### src/rtl/video_timing_gen.sv
// Raster timing generator: pixel coordinates, data-enable, syncs, and a once-per-frame
// animate pulse. The strobes are registered so they always match the coordinates in the same cycle.
module video_timing_gen #(
    parameter int unsigned H_ACTIVE = 1280,
    parameter int unsigned H_FP     = 110,
    parameter int unsigned H_SYNC   = 40,
    parameter int unsigned H_BP     = 220,
    parameter int unsigned V_ACTIVE = 720,
    parameter int unsigned V_FP     = 5,
    parameter int unsigned V_SYNC   = 5,
    parameter int unsigned V_BP     = 20,
    parameter bit          H_POL    = 1'b1,
    parameter bit          V_POL    = 1'b1
) (
    input  logic        i_clk,
    input  logic        i_rst_n,
    input  logic        i_en,
    output logic [11:0] o_x,
    output logic [11:0] o_y,
    output logic        o_de,
    output logic        o_hsync,
    output logic        o_vsync,
    output logic        o_animate,
    output logic [7:0]  o_frame
);

    localparam int unsigned H_TOTAL = H_ACTIVE + H_FP + H_SYNC + H_BP;
    localparam int unsigned V_TOTAL = V_ACTIVE + V_FP + V_SYNC + V_BP;

    localparam logic [11:0] HLast    = 12'(H_TOTAL - 1);
    localparam logic [11:0] VLast    = 12'(V_TOTAL - 1);
    localparam logic [11:0] HActive  = 12'(H_ACTIVE);
    localparam logic [11:0] VActive  = 12'(V_ACTIVE);
    localparam logic [11:0] HsStart  = 12'(H_ACTIVE + H_FP);
    localparam logic [11:0] HsEnd    = 12'(H_ACTIVE + H_FP + H_SYNC);
    localparam logic [11:0] VsStart  = 12'(V_ACTIVE + V_FP);
    localparam logic [11:0] VsEnd    = 12'(V_ACTIVE + V_FP + V_SYNC);

    if (H_TOTAL > 4096 || V_TOTAL > 4096) begin : g_size_check
        $error("video_timing_gen: H_TOTAL/V_TOTAL must not exceed 4096");
    end

    logic [11:0] x_q, x_d, y_q, y_d;
    logic        de_q, de_d;
    logic        hsync_q, hsync_d;
    logic        vsync_q, vsync_d;
    logic        animate_q, animate_d;
    logic [7:0]  frame_q, frame_d;
    logic        started_q, started_d;

    logic [11:0] step_x, step_y, pos_x, pos_y;

    always_comb begin
        // Counter step; anything at or beyond the last position folds back to 0.
        if (x_q >= HLast) begin
            step_x = 12'd0;
            step_y = (y_q >= VLast) ? 12'd0 : y_q + 12'd1;
        end else begin
            step_x = x_q + 12'd1;
            step_y = (y_q > VLast) ? 12'd0 : y_q;
        end
    end

    always_comb begin
        x_d       = x_q;
        y_d       = y_q;
        de_d      = de_q;
        hsync_d   = hsync_q;
        vsync_d   = vsync_q;
        animate_d = 1'b0;
        frame_d   = frame_q;
        started_d = started_q;
        pos_x     = x_q;
        pos_y     = y_q;

        if (i_en) begin
            // The first enabled edge after reset only validates the decode of (0,0).
            if (started_q) begin
                pos_x     = step_x;
                pos_y     = step_y;
                animate_d = (step_x == 12'd0) && (step_y == VActive);
            end
            started_d = 1'b1;
            x_d       = pos_x;
            y_d       = pos_y;
            de_d      = (pos_x < HActive) && (pos_y < VActive);
            hsync_d   = ((pos_x >= HsStart) && (pos_x < HsEnd)) ? H_POL : ~H_POL;
            vsync_d   = ((pos_y >= VsStart) && (pos_y < VsEnd)) ? V_POL : ~V_POL;
            frame_d   = frame_q + 8'(animate_d);
        end
    end

    always_ff @(posedge i_clk) begin
        if (!i_rst_n) begin
            x_q       <= 12'd0;
            y_q       <= 12'd0;
            de_q      <= 1'b0;
            hsync_q   <= ~H_POL;
            vsync_q   <= ~V_POL;
            animate_q <= 1'b0;
            frame_q   <= 8'd0;
            started_q <= 1'b0;
        end else begin
            x_q       <= x_d;
            y_q       <= y_d;
            de_q      <= de_d;
            hsync_q   <= hsync_d;
            vsync_q   <= vsync_d;
            animate_q <= animate_d;
            frame_q   <= frame_d;
            started_q <= started_d;
        end
    end

    assign o_x       = x_q;
    assign o_y       = y_q;
    assign o_de      = de_q;
    assign o_hsync   = hsync_q;
    assign o_vsync   = vsync_q;
    assign o_animate = animate_q;
    assign o_frame   = frame_q;

endmodule

### config.mk
export PLATFORM = sky130hd
export DESIGN_NAME = video_timing_gen
export DESIGN_NICKNAME = d
export VERILOG_FILES = /design/src/rtl/video_timing_gen.sv
export SDC_FILE = /design/constraint.sdc
export NUM_CORES = 1
export LEC_CHECK = 0
export BUFFER_PORTS_ARGS = -buffer_cell sky130_fd_sc_hd__buf_4
export CAP_MARGIN = 40
export CORE_AREA = 10 10 88 90
export CTS_BUF_LIST = sky130_fd_sc_hd__clkbuf_2
export DETAILED_ROUTE_END_ITERATION = 16
export DIE_AREA = 0 0 98 100
export GPL_TIMING_DRIVEN = 0
export HOLD_SLACK_MARGIN = 0.02
export PLACE_DENSITY = 0.65
export RECOVER_POWER = 100
export SLEW_MARGIN = 40
export SYNTH_ARGS = -nofsm -noshare
export SYNTH_HDL_FRONTEND = slang
export SYNTH_SLANG_ARGS = --single-unit
### constraint.sdc
create_clock -name i_clk -period 5.25 [get_ports i_clk]
set_clock_uncertainty 0.2 [all_clocks]
set_input_delay 0.525 -clock i_clk [delete_from_list [all_inputs] [get_ports i_clk]]
set_output_delay 0.525 -clock i_clk [all_outputs]
set_load 0.005 [all_outputs]
==> flow_metrics.env <==
export IMPL_critical_path_buf_inv_count=1
export IMPL_synth_nets=397
export IMPL_grt_overflow_total=0
export IMPL_die_height_um=100
export IMPL_ys_seq_area_share_pct=25.4
export IMPL_yosys_area_share_xor_xnor_pct=3.30
export IMPL_synth_commonest_cells="dfxtp_1, nand2_1, nor2_1, o21ai_0, nor2b_1"
export IMPL_arrival_ps=4440
export IMPL_synthFlopType="dfxtp_1"
export IMPL_drv_cap=0
export IMPL_cts_post_setup_buffers_inserted=0
export IMPL_areaGrowthSynthToFinish_pct=14.6
export IMPL_cts_buffers=5
export IMPL_async_flop_share_pct=0
export IMPL_cp_top_family="compound AO/OA/AOI/OAI gates"
export IMPL_synthAdderAreaFrac_pct=3.43
export IMPL_root_buffer="clkbuf_2"
export IMPL_ant_nets=0
export IMPL_hold_violations=0
export IMPL_synth_top_cell_by_area="dfxtp_1"
export IMPL_ios=39
export IMPL_rsz0062_at_grt="false"
export IMPL_dp_hpwl_um=6700
export IMPL_period_minus_slack_ps=4270
export IMPL_drc=0
export IMPL_start_kind="register"
export IMPL_synthesis_area_um2=2920
export IMPL_yosysTopAreaCellShare_pct=25.4
export IMPL_clkTransAtPathRegs_ps=210
export IMPL_fin_nets=442
export IMPL_synth_edf_count=0
export IMPL_antenna_found_initial=0
export IMPL_coreArea_um2=6130
export IMPL_cts_hold_buf=0
export IMPL_cp_required_ps=5420
export IMPL_grt_pass1_vias=2841
export IMPL_cts_htree_levels=2
export IMPL_worstPathCellList="inv_1, ha_1, nor4b_1, o21ai_0, a211oi_4, a221o_1, nand4_1, a211oi_1, ha_1, nand4_1, or3_1, a21boi_0"
export IMPL_start_util_pct=47.6
export IMPL_max_clock_freq_ghz=0.234
export IMPL_routed_wl_um=9120
export IMPL_slowest_delay_ps=560
export IMPL_power_leakage_nw=1.24
export IMPL_synth_mux_area_share_pct=2.48
export IMPL_hp_class="in -> reg"
export IMPL_period_share_pct=81.4
export IMPL_vias_per_cell=6.10
export IMPL_antenna_diode_count=0
export IMPL_fp_dieArea_um2=9800
export IMPL_cp_end_kind="register"
export IMPL_cts_resized=0
export IMPL_slew_violations=0
export IMPL_synth_top_family_by_area="simple AND/OR/NAND/NOR gates"
export IMPL_cts_tree="done"
export IMPL_slew_headroom_pct=39.7
export IMPL_synth_cell_types=67
export IMPL_drtIter0Drc=247
export IMPL_via_count=3105
export IMPL_grt_pass1_wl_um=14800
export IMPL_drive_gt1_share_pct=14.6
export IMPL_cts_sinks=37
export IMPL_outcome="completed"
export IMPL_row_count=29
export IMPL_total_power_uw=525
export IMPL_synth_most_common_cell="dfxtp_1"
export IMPL_synth_compound_area_share_pct=28.4
export IMPL_yosysWarnings=0
export IMPL_die_x_um=98
export IMPL_first_pass_iters=5
export IMPL_wire_per_inst_um=17.9
export IMPL_critPathKind="reg -> reg"
export IMPL_grtUsageTotal_pct=18.0
export IMPL_critPathSlowestCell="a211oi_4"
export IMPL_placed_cell_area_um2=3300
export IMPL_ys_seq_elements=37
export IMPL_worstMarginPinSlew_ps=895
export IMPL_gp_congestion=0.924
export IMPL_portBuffers=38
export IMPL_synth_area_leaders="dfxtp_1, nand2_1, nor2b_1"
export IMPL_grt_max_degree=13
export IMPL_setup_viol=0
export IMPL_ir_drop_uv=127
export IMPL_tns_ps=0
export IMPL_syn_inst=386
export IMPL_pwr_density_cell_nw_per_um2=157
export IMPL_clkLatencyLatePin_ps=440
export IMPL_clockBufferDepth=2
export IMPL_fin_area_um2=3350
export IMPL_critPathMaxFanout=9
export IMPL_yosys_area_share_simple_pct=30.0
export IMPL_fin_util_pct=54.6
export IMPL_avgSynthCellArea_um2=7.57
==> flip-flops by register name, summed over array words and instances (netlist names) <==
signal     count
o_y           12
o_vsync        1
o_de           1
o_hsync        1
started_q      1
o_frame        8
o_animate      1
o_x           12
==> worst register-to-register path: stages (launching register included) <==
cell	delay [ps]
dfxtp_1	480
inv_1	90
ha_1	180
nor4b_1	440
o21ai_0	460
a211oi_4	560
a221o_1	240
nand4_1	150
a211oi_1	390
ha_1	250
nand4_1	230
or3_1	400
a21boi_0	160
==> report_power, final <==
part	switching (mW)	leakage (nW)	internal [mW]
logic	0.0307	0.904	0.0152
registers	0.00331	0.299	0.284
clock network	0.113	0.0366	0.0786
==> layout make-up <==
class | instances | area (µm²)
repair buffers | 38 | 270
well taps | 77 | 96.3
inverters | 11 | 41.3
clock buffers | 5 | 25.0
plain buffers | 34 | 164
fillers | 621 | 2780
clock inverters | 3 | 41.3
multi-input cells | 304 | 1970
flip-flops and latches | 37 | 741
==> through the flow <==
step | instances | worst slack (ps) | hold slack (ps)
after floorplan | 386 | 1850 | 244
after global placement | 501 | 1270 | 257
after detailed placement | 501 | 1210 | 254
after CTS | 509 | 1140 | 203
after global routing | 509 | 610 | 171
final | 509 | 976 | 190
==> placed cells by master, fill, tap and decap left out, types with 3 or more instances in the layout <==
master     synthesis  routed
and2_0             1      10
nand2_1           36      36
o211ai_1           3       3
a32o_1             3       3
o31ai_1            3       3
nor2_1            26      26
xnor2_1            9       9
nor3_1             8       8
inv_1             11      11
clkbuf_4           0      32
nand3_1           15      15
a21boi_0           5       5
mux2i_1            5       5
o21ai_0           25      26
a2111oi_0          3       3
buf_4              2       4
nor2b_1           20      20
o21a_1             3       4
nand4_1           10      10
a211oi_1           6       7
a21oi_1           19      19
or3_1              6       6
a31oi_1            3       3
and3_1             9       9
a22o_1             3       3
a22oi_1            8       8
buf_2             10      10
clkbuf_1          16      21
dfxtp_1           37      37
and2_1            13       4
clkbuf_2           1       6
a32oi_1            3       3
o211a_1            3       3
ha_1               8       8
and4_1             3       3
==> worst paths after layout <==
| path | start | end | cells past startpoint | slack (ps) |
|---|---|---|---|---|
| worst min register to register | o_de$_SDFFE_PN0P_ | o_de$_SDFFE_PN0P_ | 2 | 290 |
| worst max register to register | o_x[1]$_SDFFE_PN0P_ | o_frame[7]$_SDFFE_PN0P_ | 12 | 980 |
| worst max-delay path | o_x[1]$_SDFFE_PN0P_ | o_frame[7]$_SDFFE_PN0P_ | 12 | 980 |
| worst min-delay path | i_rst_n | o_x[11]$_SDFFE_PN0P_ | 2 | 190 |
==> cell families (layout without fill, tap and decap cells) <==
family,Yosys count,in the layout
adders and majority gates,8,8
AOI/OAI and AO/OA,116,116
DFF,37,37
buffers and inverters,45,91
muxes,7,7
and+or+nand+nor,162,162
xor gates and xnor gates,11,11
==> layer usage <==
layer / up-vias / GRT usage [%] / routed length (µm)
met1: 1438 / 25.3 / 4330
met5: - / 0 / 0
met2: 140 / 27.3 / 3960
met4: 0 / 4.25 / 111
met3: 10 / 3.85 / 710
li1: 1517 / - / -
No activity file was read; power rests on OpenSTA's default activity.
